--- src/rtl/osc_trim_cal.sv ---
// osc_trim_cal: closed-loop trim calibrator for the OSC_32K / OSC_32M oscillators.
// The block counts oscillator edges over a programmable window of clk cycles.
// It then runs an MSB-first successive-approximation search for the largest trim
// code whose edge count does not exceed the target. One final measurement is
// taken at the chosen code, and cal_ok reports whether that count is within tol.
// Optional build macro OSC_TRIM_CAL_TIMEOUT_EN: any window that ends with a zero
// count aborts the search, parks the oscillator and raises the sticky osc_dead.
module osc_trim_cal #(
  parameter int            CW      = 7,
  parameter int            CNTW    = 16,
  parameter int            WINW    = 16,
  parameter int            SETTLE  = 16,
  parameter logic [CW-1:0] RST_CFG = 7'h40
) (
  input  logic            clk,
  input  logic            reset,
  input  logic            start,
  input  logic [WINW-1:0] window,
  input  logic [CNTW-1:0] target,
  input  logic [CNTW-1:0] tol,
  input  logic            osc_ck,
  output logic            osc_en,
  output logic [CW-1:0]   osc_cfg,
  output logic            busy,
  output logic            done,
  output logic            cal_ok,
  output logic [CNTW-1:0] meas_cnt
`ifdef OSC_TRIM_CAL_TIMEOUT_EN
  ,
  output logic            osc_dead
`endif
);

  // One timer serves both the settle wait and the measurement window.
  localparam int SW = (SETTLE > 1) ? $clog2(SETTLE) : 1;
  localparam int TW = (WINW > SW) ? WINW : SW;
  localparam int IW = (CW > 1) ? $clog2(CW) : 1;
  localparam logic [TW-1:0] SETTLE_M1 = TW'(SETTLE - 1);

  typedef enum logic [2:0] {
    S_IDLE   = 3'd0,
    S_SETTLE = 3'd1,
    S_MEAS   = 3'd2,
    S_DECIDE = 3'd3,
    S_DONE   = 3'd4
  } state_t;

  state_t          r_state;
  state_t          w_state_nxt;
  logic [TW-1:0]   r_tmr;
  logic [WINW-1:0] r_win_m1;
  logic [CNTW-1:0] r_target;
  logic [CNTW-1:0] r_tol;
  logic [CNTW-1:0] r_cnt;
  logic [IW-1:0]   r_idx;
  logic            r_final;
  logic            r_sync1;
  logic            r_sync2;
  logic            r_sync3;
  logic            r_osc_en;
  logic [CW-1:0]   r_osc_cfg;
  logic            r_busy;
  logic            r_done;
  logic            r_cal_ok;
  logic [CNTW-1:0] r_meas_cnt;
  logic            r_dead;

  logic            w_edge;
  logic            w_settle_end;
  logic            w_meas_end;
  logic            w_abort;
  logic [CW-1:0]   w_bit;
  logic [CW-1:0]   w_cfg_trial;
  logic [CNTW:0]   w_diff;
  logic [CNTW:0]   w_abs;
  logic            w_in_tol;

  // The first trial code has only the MSB set.
  localparam logic [CW-1:0] MSB_CFG = {1'b1, {(CW-1){1'b0}}};

  assign w_edge       = r_sync2 & ~r_sync3;
  assign w_settle_end = (r_state == S_SETTLE) && (r_tmr == SETTLE_M1);
  assign w_meas_end   = (r_state == S_MEAS) && (r_tmr == TW'(r_win_m1));

`ifdef OSC_TRIM_CAL_TIMEOUT_EN
  assign w_abort  = (r_cnt == {CNTW{1'b0}});
  assign osc_dead = r_dead;
`else
  assign w_abort  = 1'b0;
`endif

  // Search step: drop the bit under test when the count overshot, then try the next lower bit.
  // At idx 0 the shifted-down trial bit is zero, so the same expression yields the final code.
  assign w_bit       = {{(CW-1){1'b0}}, 1'b1} << r_idx;
  assign w_cfg_trial = (r_osc_cfg & ~((r_cnt > r_target) ? w_bit : {CW{1'b0}})) | (w_bit >> 1);

  // |count - target| is formed in CNTW+1 bits so the sign of the difference survives.
  assign w_diff   = {1'b0, r_cnt} - {1'b0, r_target};
  assign w_abs    = w_diff[CNTW] ? ({(CNTW+1){1'b0}} - w_diff) : w_diff;
  assign w_in_tol = (w_abs <= {1'b0, r_tol});

  assign osc_en   = r_osc_en;
  assign osc_cfg  = r_osc_cfg;
  assign busy     = r_busy;
  assign done     = r_done;
  assign cal_ok   = r_cal_ok;
  assign meas_cnt = r_meas_cnt;

  // FSM state register.
  always_ff @(posedge clk) begin
    if (reset) begin
      r_state <= S_IDLE;
    end else begin
      r_state <= w_state_nxt;
    end
  end

  // FSM next-state logic.
  always_comb begin
    w_state_nxt = r_state;
    case (r_state)
      S_IDLE: begin
        if (start) begin
          w_state_nxt = S_SETTLE;
        end else begin
          w_state_nxt = S_IDLE;
        end
      end
      S_SETTLE: begin
        if (w_settle_end) begin
          w_state_nxt = S_MEAS;
        end else begin
          w_state_nxt = S_SETTLE;
        end
      end
      S_MEAS: begin
        if (w_meas_end) begin
          w_state_nxt = S_DECIDE;
        end else begin
          w_state_nxt = S_MEAS;
        end
      end
      S_DECIDE: begin
        if (w_abort || r_final) begin
          w_state_nxt = S_DONE;
        end else begin
          w_state_nxt = S_SETTLE;
        end
      end
      S_DONE:  w_state_nxt = S_IDLE;
      default: w_state_nxt = S_IDLE;
    endcase
  end

  // osc_ck synchronizer plus a third flop for rising-edge detection.
  always_ff @(posedge clk) begin
    if (reset) begin
      r_sync1 <= 1'b0;
      r_sync2 <= 1'b0;
      r_sync3 <= 1'b0;
    end else begin
      r_sync1 <= osc_ck;
      r_sync2 <= r_sync1;
      r_sync3 <= r_sync2;
    end
  end

  // Settle/window timer, restarted at every phase boundary.
  always_ff @(posedge clk) begin
    if (reset) begin
      r_tmr <= {TW{1'b0}};
    end else if ((r_state == S_SETTLE || r_state == S_MEAS) && (w_state_nxt == r_state)) begin
      r_tmr <= r_tmr + TW'(1);
    end else begin
      r_tmr <= {TW{1'b0}};
    end
  end

  // Saturating edge counter: cleared on entry to MEAS, counts only while in MEAS.
  always_ff @(posedge clk) begin
    if (reset) begin
      r_cnt <= {CNTW{1'b0}};
    end else if (w_settle_end) begin
      r_cnt <= {CNTW{1'b0}};
    end else if ((r_state == S_MEAS) && w_edge && (r_cnt != {CNTW{1'b1}})) begin
      r_cnt <= r_cnt + CNTW'(1);
    end else begin
      r_cnt <= r_cnt;
    end
  end

  // Start capture, trim search and the registered status outputs.
  always_ff @(posedge clk) begin
    if (reset) begin
      r_win_m1   <= {WINW{1'b0}};
      r_target   <= {CNTW{1'b0}};
      r_tol      <= {CNTW{1'b0}};
      r_idx      <= {IW{1'b0}};
      r_final    <= 1'b0;
      r_osc_en   <= 1'b0;
      r_osc_cfg  <= RST_CFG;
      r_busy     <= 1'b0;
      r_done     <= 1'b0;
      r_cal_ok   <= 1'b0;
      r_meas_cnt <= {CNTW{1'b0}};
      r_dead     <= 1'b0;
    end else begin
      r_done <= 1'b0;
      case (r_state)
        S_IDLE: begin
          if (start) begin
            r_win_m1  <= (window == {WINW{1'b0}}) ? {WINW{1'b0}} : (window - WINW'(1));
            r_target  <= target;
            r_tol     <= tol;
            r_idx     <= IW'(CW - 1);
            r_final   <= 1'b0;
            r_osc_en  <= 1'b1;
            r_osc_cfg <= MSB_CFG;
            r_busy    <= 1'b1;
            r_cal_ok  <= 1'b0;
            r_dead    <= 1'b0;
          end else begin
            r_busy <= r_busy;
          end
        end
        S_DECIDE: begin
          r_meas_cnt <= r_cnt;
          if (w_abort) begin
            r_osc_cfg <= RST_CFG;
            r_osc_en  <= 1'b0;
            r_dead    <= 1'b1;
            r_done    <= 1'b1;
            r_busy    <= 1'b0;
            r_cal_ok  <= 1'b0;
          end else if (r_final) begin
            r_done   <= 1'b1;
            r_busy   <= 1'b0;
            r_cal_ok <= w_in_tol;
          end else begin
            r_osc_cfg <= w_cfg_trial;
            if (r_idx == {IW{1'b0}}) begin
              r_final <= 1'b1;
            end else begin
              r_idx <= r_idx - IW'(1);
            end
          end
        end
        default: begin
          r_busy <= r_busy;
        end
      endcase
    end
  end

endmodule

--- config.mk ---
export PLATFORM = sky130hd
export DESIGN_NAME = osc_trim_cal
export DESIGN_NICKNAME = d
export VERILOG_FILES = /design/src/rtl/osc_trim_cal.sv
export SDC_FILE = /design/constraint.sdc
export NUM_CORES = 1
export LEC_CHECK = 0
export ABC_AREA = 1
export BUFFER_PORTS_ARGS = -buffer_cell sky130_fd_sc_hd__buf_2
export CORE_MARGIN = 4
export CORE_UTILIZATION = 35
export CTS_CLUSTER_SIZE = 10
export DETAILED_ROUTE_END_ITERATION = 8
export GPL_TIMING_DRIVEN = 0
export SETUP_SLACK_MARGIN = 0.2
export SKIP_LAST_GASP = 1
export SLEW_MARGIN = 10
export SYNTH_ARGS = -nofsm -noshare
export SYNTH_HDL_FRONTEND = slang
export SYNTH_SLANG_ARGS = --single-unit
--- constraint.sdc ---
create_clock -name clk -period 5 [get_ports clk]
set_input_delay 1 -clock clk [delete_from_list [all_inputs] [get_ports clk]]
set_output_delay 1 -clock clk [all_outputs]
set_load 0.05 [all_outputs]
==> results.md <==
* Maximum VDD drop at 0.255 mV
* Main area contributors after synthesis: dfxtp_1 (34%), nand2_1 (11%), inv_1 (8.1%)
* DPL Wire Length at 14.0 mm
* Post-synthesis compound-gate area fraction at 15.4%
* Vias in the first global route at 5985
* Total GRT Usage at 16.4%
* Mapped Area at 6820 um2
* First-pass GRT wire length at slightly below 30 mm
* Simple-Gate Fraction of Synth Area at between 20% and 30%
* Total Negative Setup Slacks at 0 ns
* Layout net count at 1176
* Gpl congestion at roughly 0.9
* Crit share post-route at 78.5%
* Pin count of the biggest net entering global routing at 17
* Die X at 148 um
* Final hold violations at 0
* F_max at 0.255 GHz
* Biggest area consumer among synthesized cells: dfxtp_1
* Mux cell area share after synthesis at 0%
* # DRC at 0
* H-tree levels at 4
* Main combinational cell family by area after synthesis: simple AND/OR/NAND/NOR gates
* Post-synthesis adder-cell area fraction at 7.82%
* PD cells at 326 nW/um2
* Drt first-iter violations at 336
* Max transition margin at 60.6%
* Fraction of layout cells with a size suffix above 1 at 13.4%
* YS warnings at 0
* Clock Sinks at 117
* Max Cap Viol at 0
* Clk buf depth at 2
* Worst-Margin Slew at 0.591 ns
* Setup crit start kind: flip-flop
* Post-synth EDFFs at 0
* Critical Path RT at 5.28 ns
* Total chip power at approximately 2.6 mW
* Hold crit path type: flip-flop to flip-flop
* Drt pass-1 iters at 5
* Hold buffer count at cts at 0
* Largest fanout on the critical path at 5
* Critical path endpoint category: flip-flop
* Core box area at 19000 um2
* Worst EP arrival at between 4 and 5 ns
* Synth Area in XOR/XNOR at 6.30%
* Rows at 50
* Async S/R FF share, synth at 0%
* CP Class: flip-flop to flip-flop
* Gate Count Post-Synth at a little under 1000
* Syn avg cell area at roughly 6.9 um2
* Count leader, synth: nand2_1
* Port buffer count at 78
* Vias/cell at 4.71
* Post-route clock skew at just over 0.009 ns
* Seq/Total Area, Yosys at 34.4%
* Leak pwr at 3.72 nW
* CTS buffer count at 17
* Final Core Density at between 40% and 50%
* Die area at 21800 um2
* Total I/O pin count at 79
* Die Span Y at 148 um
* Seq cells post-synth at 117
* Yosys cell types at 44
* List of most frequent post-synthesis cells: nand2_1 (208), inv_1 (148), dfxtp_1 (117), a21oi_1 (91), nor2_1 (83)
* Wirelength, routed at 17.8 mm
* Post-layout min period at 3.93 ns
* Status: complete, no violations
* PostCTS Resize Cnt at 0
* Final ANT Viol Nets at 0
* Layout area overhead at 18.9%
* Syn Nets at 1079
* Final Setup Violations at 0
* Initial antenna violation count at 0
* Worst setup margin at 1.07 ns
* Clock-pin slew on the worst setup and hold paths at ~0.06 ns
* Starting density of the core at between 30% and 40%
* Yosys top cell area share at 34.4%
* Via count at approximately 6400
* Clk_lat worst skew at 0.42 ns
* Congestion Overflow GR at 0
* CTS tree: done
* Final slew viol count at 0
* RSZ-0062 raised after global routing: false
* WL/cell at 13.1 um
* Root Buffer: clkbuf_16
* Setup Slack @ Placement at 1.11 ns
* Ant diodes at 0
* Ys flop type: dfxtp_1
* Total setup buffers inserted after CTS at 0
-- power by group --
part	internal, mW	switching (mW)
registers	0.970	0.0165
logic	0.172	0.294
clock network	0.697	0.495
-- layout by cell type (no fill, tap or decap), types with 10 or more instances in the layout --
cell type,instances
dfxtp_1,117
o22ai_1,12
clkbuf_16,17
o21ai_0,68
nor3_1,18
buf_2,81
nand2_1,208
clkbuf_1,17
inv_1,148
nor2_1,83
ha_1,41
o21ai_1,10
nand3_1,38
xnor2_1,14
xor2_1,35
a21oi_1,91
nand4_1,14
-- cell type report --
type	count	area (um2)
Inverter	156	586
Timing Repair Buffer	78	390
Tap cell	260	325
Multi-Input combinational cell	689	3790
Fill cell	2019	10800
Clock inverter	15	149
Clock buffer	17	425
Sequential cell	117	2340
Buffer	23	97.6
-- metrics by stage --
stage          cells  area [um2]  hold slack (ns)
2_1_floorplan    985        6820            0.388
5_1_grt         1355        8110            0.422
3_3_place_gp    1323        7530            0.393
4_1_cts         1355        8110            0.407
3_5_place_dp    1323        7530            0.398
6_report        1355        8110            0.405
-- worst paths after layout --
| check | startpoint | to | slack (ns) | cells past startpoint |
|---|---|---|---|---|
| min reg2reg | r_sync1$_SDFF_PP0_ | r_sync2$_SDFF_PP0_ | 0.40 | 2 |
| max reg2reg | r_cnt[0]$_SDFFE_PP0P_ | cal_ok$_SDFFE_PP0P_ | 1.07 | 27 |
| min | r_sync1$_SDFF_PP0_ | r_sync2$_SDFF_PP0_ | 0.40 | 2 |
| max | r_cnt[0]$_SDFFE_PP0P_ | cal_ok$_SDFFE_PP0P_ | 1.07 | 27 |
-- layer usage --
layer	vias up	GRT usage, %	part of all wire, %
met5	-	0	0
met4	0	4.71	1.5
met3	24	2.91	3.1
met2	96	28.2	48
met1	2863	21.1	47
li1	3400	-	-
-- cell families (layout without fill, tap and decap cells) --
family | count (synthesis) | count (layout)
XOR/XNOR | 49 | 49
AO/OA/AOI/OAI | 197 | 197
buffers and inverters | 179 | 289
AND/OR/NAND/NOR | 401 | 401
adder cells (fa/ha/maj) | 42 | 42
flip-flops | 117 | 117
-- worst max-delay path: stages, from the launching register on --
cell and delay, ns:
dfxtp_1 0.38, inv_1 0.13, ha_1 0.23, fa_1 0.40
nand3b_1 0.20, nand2_1 0.16, nand2_1 0.09, nand2_1 0.12
nand3_1 0.11, nand3_1 0.09, nand2_1 0.11, nor2_1 0.17
nand3_1 0.11, nand2_2 0.09, xnor2_1 0.11, inv_1 0.06
ha_1 0.26, inv_1 0.04, nor3_1 0.31, nand2_1 0.10
nand2_1 0.06, nand2_1 0.05, nand2_1 0.06, nand2_1 0.05
nand2_1 0.05, nand2_1 0.08, nand3_1 0.10, a21oi_1 0.06
-- sequential cells by signal, summed over array words and instances (netlist names) --
signal and flops:
r_sync2 1, cal_ok 1, osc_cfg 7, osc_en 1, r_state 3, r_sync3 1
done 1, r_tmr 16, busy 1, r_cnt 16, r_final 1, r_sync1 1
r_tol 16, r_idx 3, r_win_m1 16, meas_cnt 16, r_target 16
(Power assumes the default switching activity.)
